$ cat config.mk
export PLATFORM = sky130hd
export DESIGN_NAME = xlr8_dm_master
export DESIGN_NICKNAME = d
export VERILOG_FILES = /design/src/rtl/xlr8_dm_master.sv
export SDC_FILE = /design/constraint.sdc
export NUM_CORES = 1
export LEC_CHECK = 0
export BUFFER_PORTS_ARGS = -buffer_cell sky130_fd_sc_hd__buf_2
export CORE_ASPECT_RATIO = 1.2
export CORE_UTILIZATION = 51
export DETAILED_ROUTE_END_ITERATION = 6
export PLACE_DENSITY = 0.72
export SLEW_MARGIN = 20
export SYNTH_ARGS = -nofsm -noshare
export SYNTH_HDL_FRONTEND = slang
export SYNTH_SLANG_ARGS = --single-unit
$ cat constraint.sdc
create_clock -name clk -period 2.35 [get_ports clk]
set_input_delay 0.235 -clock clk [delete_from_list [all_inputs] [get_ports clk]]
set_output_delay 0.235 -clock clk [all_outputs]
set_load 0.05 [all_outputs]
$ cat src/rtl/xlr8_dm_master.sv
`default_nettype none
// ============================================================================
// xlr8_dm_master : queued initiator that drives the XB data-memory register bus
// Revision 1.0
// ============================================================================
module xlr8_dm_master #(
    parameter int FIFO_DEPTH = 4,
    parameter int TIMEOUT    = 15
) (
    input  logic       clk,
    input  logic       rst,
    input  logic       clken,
    input  logic       cmd_valid,
    output logic       cmd_ready,
    input  logic       cmd_write,
    input  logic [7:0] cmd_addr,
    input  logic [7:0] cmd_wdata,
    output logic       rsp_valid,
    input  logic       rsp_ready,
    output logic [7:0] rsp_rdata,
    output logic       rsp_err,
    output logic       busy,
    output logic [7:0] ramadr,
    output logic       ramre,
    output logic       ramwe,
    output logic       dm_sel,
    output logic [7:0] dbus_out,
    input  logic [7:0] dbus_in,
    input  logic       io_out_en
);

    localparam int              AW       = (FIFO_DEPTH > 1) ? $clog2(FIFO_DEPTH) : 1;
    localparam int              CW       = $clog2(FIFO_DEPTH + 1);
    localparam logic [CW-1:0]   FULL_CNT = CW'(FIFO_DEPTH);
    localparam logic [7:0]      TO_LAST  = 8'(TIMEOUT - 1);

    localparam logic [1:0] S_IDLE  = 2'd0;
    localparam logic [1:0] S_ISSUE = 2'd1;
    localparam logic [1:0] S_RESP  = 2'd2;

    logic [16:0]   mem [FIFO_DEPTH];
    logic [AW-1:0] wr_ptr;
    logic [AW-1:0] rd_ptr;
    logic [CW-1:0] count;
    logic          full;
    logic          empty;
    logic          push;
    logic [16:0]   head;

    logic [1:0]    state;
    logic [1:0]    state_nx;
    logic          cur_write;
    logic [7:0]    timeout_cnt;
    logic          to_last;

    logic          pop;
    logic          finish;
    logic          rd_hit;
    logic          to_err;
    logic          cnt_inc;
    logic          rsp_done;

    assign full      = (count == FULL_CNT);
    assign empty     = (count == '0);
    assign cmd_ready = !full && !rst;
    assign push      = cmd_valid && cmd_ready;
    assign head      = mem[rd_ptr];
    assign to_last   = (timeout_cnt == TO_LAST);
    assign busy      = !empty || (state != S_IDLE);

    always_ff @(posedge clk) begin
        if (push) begin
            mem[wr_ptr] <= {cmd_write, cmd_addr, cmd_wdata};
        end
    end

    always_ff @(posedge clk) begin
        if (rst) begin
            state <= S_IDLE;
        end else begin
            state <= state_nx;
        end
    end

    always_comb begin
        state_nx = state;
        case (state)
            S_IDLE:  if (!empty) state_nx = S_ISSUE;
            S_ISSUE: if (finish) state_nx = S_RESP;
            S_RESP:  if (rsp_ready) state_nx = S_IDLE;
            default: state_nx = S_IDLE;
        endcase
    end

    // io_out_en is checked before the timeout so a response on the last counted cycle wins
    always_comb begin
        pop      = (state == S_IDLE) && !empty;
        rd_hit   = (state == S_ISSUE) && clken && !cur_write && io_out_en;
        to_err   = (state == S_ISSUE) && clken && !cur_write && !io_out_en && to_last;
        cnt_inc  = (state == S_ISSUE) && clken && !cur_write && !io_out_en && !to_last;
        finish   = (state == S_ISSUE) && clken && (cur_write || io_out_en || to_last);
        rsp_done = (state == S_RESP) && rsp_ready;
    end

    always_ff @(posedge clk) begin
        if (rst) begin
            wr_ptr      <= '0;
            rd_ptr      <= '0;
            count       <= '0;
            cur_write   <= 1'b0;
            timeout_cnt <= '0;
            ramadr      <= '0;
            ramre       <= 1'b0;
            ramwe       <= 1'b0;
            dm_sel      <= 1'b0;
            dbus_out    <= '0;
            rsp_valid   <= 1'b0;
            rsp_rdata   <= '0;
            rsp_err     <= 1'b0;
        end else begin
            if (push) wr_ptr <= wr_ptr + 1'b1;
            if (pop)  rd_ptr <= rd_ptr + 1'b1;
            if (push && !pop)      count <= count + 1'b1;
            else if (pop && !push) count <= count - 1'b1;

            if (pop) begin
                cur_write   <= head[16];
                ramadr      <= head[15:8];
                ramwe       <= head[16];
                ramre       <= !head[16];
                dm_sel      <= 1'b1;
                dbus_out    <= head[16] ? head[7:0] : 8'h00;
                timeout_cnt <= '0;
            end

            if (cnt_inc) timeout_cnt <= timeout_cnt + 1'b1;

            if (finish) begin
                ramadr    <= '0;
                ramre     <= 1'b0;
                ramwe     <= 1'b0;
                dm_sel    <= 1'b0;
                dbus_out  <= '0;
                rsp_valid <= 1'b1;
                rsp_rdata <= rd_hit ? dbus_in : 8'h00;
                rsp_err   <= to_err;
            end

            if (rsp_done) rsp_valid <= 1'b0;
        end
    end

endmodule
`default_nettype wire

==> flow_summary.json <==
{
  "critPathSlowestCell": "fa_1",
  "ir_drop_v": 0.000570,
  "crit_path_max_incr_delay_ns": 0.38,
  "antenna_found_initial": 0,
  "place.gp.congestion": 0.783,
  "synth_top_family_by_area": "simple AND/OR/NAND/NOR gates",
  "area_delta_synth_final_pct": 28.3,
  "synthFlopType": "edfxtp_1",
  "die_h_um": 105,
  "async_flop_share": 0,
  "synth_compound_area_frac": 0.0810,
  "internal-power_w": 0.00451,
  "clkTransAtPathRegs_ns": 0.05,
  "startpoint_type": "flip-flop",
  "synth_top_area_cell": "edfxtp_1",
  "seqPwrFrac": 0.386,
  "p_per_area_nw_per_um2": 1170,
  "min_path_type": "input pin to flip-flop",
  "postRouteAntennaNets": 0,
  "cp_cell_sequence": "nor3_1 -> nor3_2 -> inv_1 -> ha_1 -> inv_1 -> fa_1 -> xor2_1 -> or3_1 -> a21oi_1",
  "synth-simple-area-share": 0.0983,
  "rsz0062_at_grt": "no",
  "yosysUniqueCellTypes": 46,
  "finalSetupTns_ns": 0,
  "syn_nets": 354,
  "worst_path_dominant_cell_family": "simple AND/OR/NAND/NOR gates",
  "status": "finished clean",
  "drc_errors": 0,
  "antennaDiodeCount": 0,
  "avgSynthCellArea_um2": 14.3,
  "grt_first_pass_wirelength_mm": 14.5,
  "ios": 62,
  "cts_tree": "yes",
  "overflow": 0,
  "finalInstanceArea_um2": 5770,
  "cts_buffers": 17,
  "tightest_slew_ns": 0.721,
  "ys_seq_area_frac": 0.673,
  "cap_violations": 0,
  "synth.mux.area_fraction": 0.0874,
  "crit_fanout": 6,
  "timing.final.setup_violations": 0,
  "hpwl_mm": 5.45,
  "htreeDepth": 4,
  "arrival_ns": 2.58,
  "worstSetupPathType": "flip-flop to flip-flop",
  "placed_area_um2": 4960,
  "final-hold-violation-count": 0,
  "place_ws_ns": 0.239,
  "drive_gt1_frac": 0.288,
  "yosys-top-cells-area": "edfxtp_1 45%, dfxtp_1 22%, mux4_2 8.5%",
  "postCtsSetupBuffers": 0,
  "fill_cells": 593,
  "switchingPower_w": 0.00224,
  "fin_util": 0.673,
  "initial_core_util": 0.525,
  "viasPerCell": 5.32,
  "fmax_mhz": 467,
  "yosys_warnings": 0,
  "vias": 2914,
  "multi_input_area_um2": 1360,
  "cts_resized": 0,
  "ys_ff_latch": 117,
  "regArea_um2": 3020,
  "synth.top_cell.area_share": 0.454,
  "die_w_um": 87.7,
  "pwr-share-comb": 0.274,
  "yosysMostFrequentCell": "edfxtp_1",
  "numPortBuffers": 61,
  "crit_top_cell": "inv_1",
  "netSwitchingFraction": 0.332,
  "fin_nets": 457,
  "fin_crit_sh": 0.912,
  "core_um2": 8560,
  "drt_iter0_markers": 203,
  "slew_viol_final": 0,
  "finalHoldWorstSlack_ns": 0.0674,
  "synth_xor_area_frac": 0.0117,
  "synth-edff-count": 68,
  "setup_ws_ns": 0.208,
  "cp.required_ns": 2.78,
  "finalCriticalPeriod_ns": 2.14,
  "worstSkewPairLatency_ns": 0.50,
  "grt_pass1_vias": 2937,
  "grt_use_total": 0.217,
  "drt_pre_antenna_iters": 4,
  "cts-root-buf": "clkbuf_8",
  "grt_max_degree": 25,
  "syn_area_um2": 4490,
  "ys_top_cells_by_count": "68 x edfxtp_1, 49 x dfxtp_1, 35 x nand2_1",
  "routed_wl_mm": 8.97,
  "critPathBufInv": 2,
  "synth_fa_ha_area_frac": 0.0239,
  "synthCells": 315,
  "cts.sinks": 117,
  "p_leak_nw": 2.19,
  "fin_skew_ns": 0.00411,
  "ctsLongestPathBuffers": 2,
  "crit_path_end_kind": "flip-flop",
  "die_area_um2": 9190,
  "clkPwrFrac": 0.339,
  "relSlewSlack": 0.518,
  "wire_per_inst_um": 16.4,
  "row_count": 37
}
[state kept, by name, indices dropped and copies added, names as in the netlist, named ones only]
signal	count
mem	68
dbus_out	8
ramadr	8
rsp_rdata	8
timeout_cnt	8
count	3
rd_ptr	2
state	2
wr_ptr	2
cur_write	1
dm_sel	1
ramre	1
ramwe	1
rsp_err	1
rsp_valid	1
[cells by family after synthesis]
family                   count (synthesis)
AND/OR/NAND/NOR                         89
AO/OA/AOI/OAI                           54
XOR/XNOR                                 6
buffers and inverters                   23
adder cells (fa/ha/maj)                  8
flip-flops                             117
multiplexers                            18
[worst min-delay path, delay by kind of cell]
kind | cells | cell delay (ns)
buf+inv | 1 | 0.11
simple gates | 3 | 0.18
[through the flow]
stage	total power, W	cells
floorplan	0.00399	315
global placement	0.00441	490
detailed placement	0.00446	490
CTS	0.00682	548
global route	0.00706	548
finish	0.00675	548
[worst paths after layout]
path / from / endpoint / slack (ns) / cells after the start
min reg2reg: dbus_out[2] / dbus_out[2] / 0.45 / 2
max reg2reg: count[2] / count[2] / 0.21 / 9
min: io_out_en / rsp_err / 0.07 / 4
max: count[2] / count[2] / 0.21 / 9
[layout make-up]
class | count | area share
Sequential cell | 117 | 0.524
Multi-Input combinational cell | 175 | 0.236
Timing Repair Buffer | 99 | 0.114
Clock buffer | 24 | 0.0872
Tap cell | 117 | 0.0254
Clock inverter | 8 | 0.00781
Inverter | 8 | 0.00521
[routing by layer]
layer	up-vias	global-route usage	wire length, µm
met5	-	0	0
met4	0	0.114	205
met3	20	0.0632	383
met2	94	0.362	4710
met1	1411	0.248	3670
li1	1389	-	-
[cells in the final DEF (no fill, tap or decap), types with 3 or more instances in the layout]
cell type and count:
edfxtp_1 68, a21oi_1 28, mux4_2 17, clkinv_2 6
ha_1 7, dlygate4sd3_1 26, buf_4 12, o21ai_0 3
clkbuf_8 3, nor2_1 13, clkbuf_1 3, dfxtp_1 49
and2_1 5, clkbuf_16 18, or3_1 4, nand2_1 35
xor2_1 3, xnor2_1 3, a22o_1 8, nand3_1 16
buf_2 61, inv_1 8
[timing repair]
item,4_1_cts,5_1_grt
endpoints found under the setup margin,0,0
hold endpoints to repair,77,0
hold buffers,26,0
[power by group through the flow]
| stage | registers (W) | logic (W) | clock network [W] |
|---|---|---|---|
| after global routing | 0.00264 | 0.00199 | 0.00243 |
| after global placement | 0.00264 | 0.00178 | 0 |
| after CTS | 0.00261 | 0.00187 | 0.00234 |
| final | 0.00261 | 0.00185 | 0.00229 |
| after detailed placement | 0.00265 | 0.00181 | 0 |
| after floorplan | 0.00305 | 0.000941 | 0 |
Power figures use the tool's default switching activity.
